--- config.mk ---
export PLATFORM = sky130hd
export DESIGN_NAME = mem_arbiter_flat
export DESIGN_NICKNAME = d
export VERILOG_FILES = /design/src/rtl/mem_arbiter_if.sv /design/src/rtl/mem_arbiter.sv /design/src/flat_wrapper.sv
export SDC_FILE = /design/constraint.sdc
export NUM_CORES = 1
export LEC_CHECK = 0
export CORE_AREA = 2 2 105 107
export DETAILED_ROUTE_END_ITERATION = 8
export DIE_AREA = 0 0 107 109
export PLACE_DENSITY = 0.66
export SLEW_MARGIN = 15
export SYNTH_ARGS = -nofsm -noshare
export SYNTH_HDL_FRONTEND = slang
export SYNTH_SLANG_ARGS = --single-unit
--- constraint.sdc ---
create_clock -name clk -period 3.8 [get_ports clk]
set_input_delay 0.76 -clock clk [delete_from_list [all_inputs] [get_ports clk]]
set_output_delay 0.76 -clock clk [all_outputs]
set_load 0.01 [all_outputs]
--- src/rtl/mem_arbiter_if.sv ---
// mem_arbiter_if: bundle of the fetch (i_*), load/store (d_*) and memory (m_*) signals.
//   slave  : arbiter view (takes requests and m_rdata; drives grants, read returns, memory command)
//   master : requester/memory view (drives requests and m_rdata; observes the rest)
interface mem_arbiter_if;
    logic        i_req;
    logic [31:0] i_addr;
    logic        i_gnt;
    logic        i_rvalid;
    logic [31:0] i_rdata;
    logic        d_req;
    logic [1:0]  d_we;
    logic [31:0] d_addr;
    logic [31:0] d_wdata;
    logic        d_gnt;
    logic        d_rvalid;
    logic [31:0] d_rdata;
    logic        m_en;
    logic [1:0]  m_we;
    logic [31:0] m_addr;
    logic [31:0] m_wdata;
    logic [31:0] m_rdata;

    modport slave (
        input  i_req, i_addr, d_req, d_we, d_addr, d_wdata, m_rdata,
        output i_gnt, i_rvalid, i_rdata, d_gnt, d_rvalid, d_rdata,
               m_en, m_we, m_addr, m_wdata
    );

    modport master (
        output i_req, i_addr, d_req, d_we, d_addr, d_wdata, m_rdata,
        input  i_gnt, i_rvalid, i_rdata, d_gnt, d_rvalid, d_rdata,
               m_en, m_we, m_addr, m_wdata
    );
endinterface

--- src/rtl/mem_arbiter.sv ---
// mem_arbiter: fetch / load-store arbiter onto one single-port memory.
//   clk   : clock, all state on the rising edge
//   rst_n : asynchronous active-low reset
//   bus   : mem_arbiter_if.slave -- i_* fetch req/gnt/read return, d_* load/store
//           req/gnt/read return, m_* memory command out, m_rdata in (one cycle after a read)
//   Build option MEM_ARB_RR_EN: round-robin arbitration; otherwise fixed d-priority
//   with a fetch starvation escape after STARVE_MAX (1..15) denied cycles.
module mem_arbiter #(
    parameter int STARVE_MAX = 4
) (
    input logic          clk,
    input logic          rst_n,
    mem_arbiter_if.slave bus
);
    logic i_win;
    logic rd_gnt;
    logic pend;
    logic own_i;

`ifdef MEM_ARB_RR_EN
    // ptr_i=1 means fetch wins the next contested cycle; it moves away from each winner
    logic ptr_i;

    always_ff @(posedge clk or negedge rst_n)
        if (!rst_n) ptr_i <= 1'b0;
        else if (bus.i_gnt || bus.d_gnt) ptr_i <= bus.d_gnt;

    assign i_win = ptr_i;
`else
    logic [3:0] starve;

    // counts consecutive denied fetch cycles; i_win marks saturation at STARVE_MAX
    always_ff @(posedge clk or negedge rst_n)
        if (!rst_n) starve <= 4'd0;
        else starve <= (bus.i_req && !bus.i_gnt) ? (i_win ? starve : starve + 4'd1) : 4'd0;

    assign i_win = starve == 4'(STARVE_MAX);
`endif

    always_comb begin
        bus.i_gnt    = rst_n && bus.i_req && (!bus.d_req || i_win);
        bus.d_gnt    = rst_n && bus.d_req && !bus.i_gnt;
        bus.m_en     = bus.i_gnt || bus.d_gnt;
        bus.m_we     = bus.d_gnt ? bus.d_we : 2'b00;
        bus.m_addr   = bus.i_gnt ? bus.i_addr : (bus.d_gnt ? bus.d_addr : 32'd0);
        bus.m_wdata  = bus.d_gnt ? bus.d_wdata : 32'd0;
        rd_gnt       = bus.i_gnt || (bus.d_gnt && bus.d_we == 2'b00);
        bus.i_rvalid = pend && own_i;
        bus.d_rvalid = pend && !own_i;
        bus.i_rdata  = bus.i_rvalid ? bus.m_rdata : 32'd0;
        bus.d_rdata  = bus.d_rvalid ? bus.m_rdata : 32'd0;
    end

    // read ownership: memory answers exactly one cycle after the granted read
    always_ff @(posedge clk or negedge rst_n)
        if (!rst_n) begin
            pend  <= 1'b0;
            own_i <= 1'b0;
        end else begin
            pend  <= rd_gnt;
            own_i <= bus.i_gnt;
        end
endmodule

--- src/flat_wrapper.sv ---
// flat-port wrapper written by rule: the top's interface ports become plain ports
module mem_arbiter_flat 
#(
    parameter int STARVE_MAX = 4
)
  (clk, rst_n, bus_i_req, bus_i_addr, bus_d_req, bus_d_we, bus_d_addr, bus_d_wdata, bus_m_rdata, bus_i_gnt, bus_i_rvalid, bus_i_rdata, bus_d_gnt, bus_d_rvalid, bus_d_rdata, bus_m_en, bus_m_we, bus_m_addr, bus_m_wdata);
  mem_arbiter_if bus_i ();
  input logic clk;
  input logic rst_n;
  input wire logic [$bits(bus_i.i_req)-1:0] bus_i_req;
  input wire logic [$bits(bus_i.i_addr)-1:0] bus_i_addr;
  input wire logic [$bits(bus_i.d_req)-1:0] bus_d_req;
  input wire logic [$bits(bus_i.d_we)-1:0] bus_d_we;
  input wire logic [$bits(bus_i.d_addr)-1:0] bus_d_addr;
  input wire logic [$bits(bus_i.d_wdata)-1:0] bus_d_wdata;
  input wire logic [$bits(bus_i.m_rdata)-1:0] bus_m_rdata;
  output wire logic [$bits(bus_i.i_gnt)-1:0] bus_i_gnt;
  output wire logic [$bits(bus_i.i_rvalid)-1:0] bus_i_rvalid;
  output wire logic [$bits(bus_i.i_rdata)-1:0] bus_i_rdata;
  output wire logic [$bits(bus_i.d_gnt)-1:0] bus_d_gnt;
  output wire logic [$bits(bus_i.d_rvalid)-1:0] bus_d_rvalid;
  output wire logic [$bits(bus_i.d_rdata)-1:0] bus_d_rdata;
  output wire logic [$bits(bus_i.m_en)-1:0] bus_m_en;
  output wire logic [$bits(bus_i.m_we)-1:0] bus_m_we;
  output wire logic [$bits(bus_i.m_addr)-1:0] bus_m_addr;
  output wire logic [$bits(bus_i.m_wdata)-1:0] bus_m_wdata;
  assign bus_i.i_req = bus_i_req;
  assign bus_i.i_addr = bus_i_addr;
  assign bus_i.d_req = bus_d_req;
  assign bus_i.d_we = bus_d_we;
  assign bus_i.d_addr = bus_d_addr;
  assign bus_i.d_wdata = bus_d_wdata;
  assign bus_i.m_rdata = bus_m_rdata;
  assign bus_i_gnt = bus_i.i_gnt;
  assign bus_i_rvalid = bus_i.i_rvalid;
  assign bus_i_rdata = bus_i.i_rdata;
  assign bus_d_gnt = bus_i.d_gnt;
  assign bus_d_rvalid = bus_i.d_rvalid;
  assign bus_d_rdata = bus_i.d_rdata;
  assign bus_m_en = bus_i.m_en;
  assign bus_m_we = bus_i.m_we;
  assign bus_m_addr = bus_i.m_addr;
  assign bus_m_wdata = bus_i.m_wdata;
  mem_arbiter #(.STARVE_MAX(STARVE_MAX)) u_core (.clk(clk), .rst_n(rst_n), .bus(bus_i));
endmodule
==> results_dict.tcl <==
set metrics [dict create \
    n_fill_cell 1042 \
    p_leak_uw 0.00173 \
    tritoncts "yes" \
    area_growth_syn_to_layout_pct 213 \
    startpoint_type "primary input" \
    die_area_mm2 0.0117 \
    detailedPlacementHpwl_um 7930 \
    cts_max_path_buffers 2 \
    critPathKind "primary input to output pin" \
    capture_point_of_the_worst_reg_to_reg_path "u_core.pend$_DFF_PN0_" \
    cts_hold_repair.buffers 0 \
    max_slew_margin 0.712 \
    first_iter_violations 101 \
    grt_start_max_net_pins 49 \
    detail_route.first_pass.iterations 4 \
    grt_pass1_vias 2342 \
    worstSetupStartpoint "bus_d_req" \
    timing.critical_path.arrival_ns 2.67 \
    tritoncts.num_buffers 3 \
    synth-seq-cells 6 \
    worstSkewPairLatency_ns 0.22 \
    wl_um 9000 \
    placedCellCount 578 \
    timing.setup.tns_ns 0 \
    result_of_the_run "finished, final reports clean" \
    r2r_slack_ns 2.21 \
    worst-r2r-cell-count 6 \
    drv.max_cap_violation_count 0 \
    critical_path.reg2reg.startpoint "u_core.starve[0]$_DFFE_PN0P_" \
    drive_gt1_frac 0.0317 \
    setup_viol 0 \
    internal-power_uw 397 \
    worst_path_required_ns 3.04 \
    ioPinCount 269 \
    clock_sink_count 6 \
    hold_path_depth 2 \
    grt_first_pass_wirelength_um 12400 \
    place.gp.congestion 0.856 \
    switching_share 0.294 \
    gr-total-overflow 0 \
    finalNetCount 579 \
    antennaDiodeCount 0 \
    finalMaxSlewViolations 0 \
    rsz0062_at_grt "no" \
    clock_network_power_share 0.165 \
    switchingPower_uw 166 \
    drt-wirelength-per-cell_um 15.5 \
    top_area_cell_type_share_of_the_netlist_area 0.310 \
    cts-resized-gates 0 \
    hold-path-endpoint "u_core.starve[3]$_DFFE_PN0P_" \
    holdCritPathClass "flip-flop to flip-flop" \
    layout_commonest_cell "sky130_fd_sc_hd__clkdlybuf4s50_1" \
    crit_fanout 48 \
    finalPower_uw 563 \
    postCtsSetupRepairBufs 0 \
    worst_max_slew_pin_slew_ns 0.429 \
    period_needed_ns 3.43 \
    placeableCoreArea_mm2 0.0106 \
    die_x_um 107 \
    syn-cell-area_mm2 0.00135 \
    layout.cells.most_common_list "268 x sky130_fd_sc_hd__clkdlybuf4s50_1, 67 x sky130_fd_sc_hd__and2_1, 32 x sky130_fd_sc_hd__a22o_1, 32 x sky130_fd_sc_hd__and3_1, 6 x sky130_fd_sc_hd__dfrtp_1" \
    share_comb_of_total_power 0.708 \
    critPathCaptureType "output pin" \
    final_antenna_net_count 0 \
    num_rows 38 \
    postSynthNetCount 318 \
    pwr_cell_area_mw_per_mm2 133 \
    netlist_top_cells_area "sky130_fd_sc_hd__and2_1 31%, sky130_fd_sc_hd__a22o_1 21%, sky130_fd_sc_hd__and3_1 15%" \
    clkSlewWorstSetupHoldPaths_ns 0.03 \
    cts_max_level 1 \
    postSynthCellCount 182 \
    io_buffer_count 268 \
    post-route-period-util 0.903 \
    netlist.top_cell.by_area "sky130_fd_sc_hd__and2_1" \
    finalHoldViolCount 0 \
    detail_route.vias_per_cell 4.09 \
    p_seq_frac 0.127 \
    cts_root_buf "sky130_fd_sc_hd__clkbuf_8" \
    ys_seq_area_frac 0.111 \
    fin_skew_ns 0.000625 \
    number_of_antenna_violations_at_the_first_check_in_global_routing 0 \
    final_cell_count_no_fill 581 \
    yosys_warnings 0 \
    synth_cell_types 25 \
    worstHoldStart "u_core.starve[3]$_DFFE_PN0P_" \
    irDropWorstVdd_mv 0.0802 \
    route.vias.total 2376 \
    initial_core_util 0.127 \
    avgSynthCellArea_um2 7.42 \
    grtUsageTotal 0.136 \
    route.detailed.drc 0 \
    clock.fmax_ghz 0.292 \
    die_h_um 109 \
]
## cells in the mapped netlist (all sizes together)
cell type  count
mux2i          2
a21boi         1
nor2b          1
nand3          1
nand3b         1
clkbuf        10
o21a           1
xnor2          2
a21oi          2
inv            3
buf            9
nor3           4
a211oi         1
nor2           1
ha             2
or2            1
nand2          2
and2          67
and3b          1
a22o          32
and3          32
dfrtp          6
## how the worst max path moves through the flow
stage,cells past startpoint,end
2_1_floorplan,7,bus_m_addr[10]
3_3_place_gp,6,bus_m_addr[30]
3_5_place_dp,6,bus_m_addr[30]
4_1_cts,6,bus_m_addr[30]
5_1_grt,6,bus_m_addr[28]
6_report,6,bus_m_addr[28]
## per-layer routing
metal	part of all wire	wire, µm	track usage
met3	0.11	967	0.0389
met4	0.031	281	0.0603
met5	0	0	0
met2	0.50	4530	0.252
met1	0.36	3220	0.143
## metrics by stage
step	util	hold WS (ns)	setup WS [ns]	cell area (µm²)
floorplan	-	0.464	1.59	1350
global placement	0.394	0.613	0.374	4180
detailed placement	0.394	0.628	0.357	4180
CTS	0.398	0.638	0.349	4220
global route	0.398	0.672	0.287	4220
finish	0.398	0.636	0.370	4220
## power groups by stage
stage / clock [µW] / sequential (µW) / combinational, µW
global route: 102 / 71.8 / 424
finish: 92.9 / 71.3 / 398
detailed placement: 0 / 72.0 / 404
CTS: 96.8 / 71.2 / 405
global placement: 0 / 71.8 / 399
floorplan: 0 / 72.4 / 121
## sequential cells by signal, indices dropped and copies added, names as in the netlist
signal         count
u_core.own_i       1
u_core.starve      4
u_core.pend        1
## area by class of cell
cell class | instances | area (µm²) | area share
repair buffers | 275 | 2760 | 0.654
multi-input cells | 154 | 1080 | 0.257
inverters | 3 | 11.3 | 0.00267
well taps | 140 | 175 | 0.0415
clock buffers | 3 | 41.3 | 0.00978
flip-flops and latches | 6 | 150 | 0.0356
## worst max-delay path: stages
cell,delay (ns)
sky130_fd_sc_hd__clkdlybuf4s50_1,0.57
sky130_fd_sc_hd__nand2_1,0.13
sky130_fd_sc_hd__a21oi_4,0.17
sky130_fd_sc_hd__buf_12,0.23
sky130_fd_sc_hd__a22o_1,0.21
sky130_fd_sc_hd__clkdlybuf4s50_1,0.58
## cell families (layout without fill, tap and decap cells)
logic type | Yosys count | in the layout | share of synthesized area
AOI/OAI and AO/OA | 37 | 37 | 0.243
xor gates and xnor gates | 2 | 2 | 0.0130
adders and majority gates | 2 | 2 | 0.0185
buffers and inverters | 22 | 281 | 0.0935
DFF | 6 | 6 | 0.111
muxes | 2 | 2 | 0.0148
and+or+nand+nor | 111 | 111 | 0.506
Note: power is estimated with default switching activity, not from simulation.
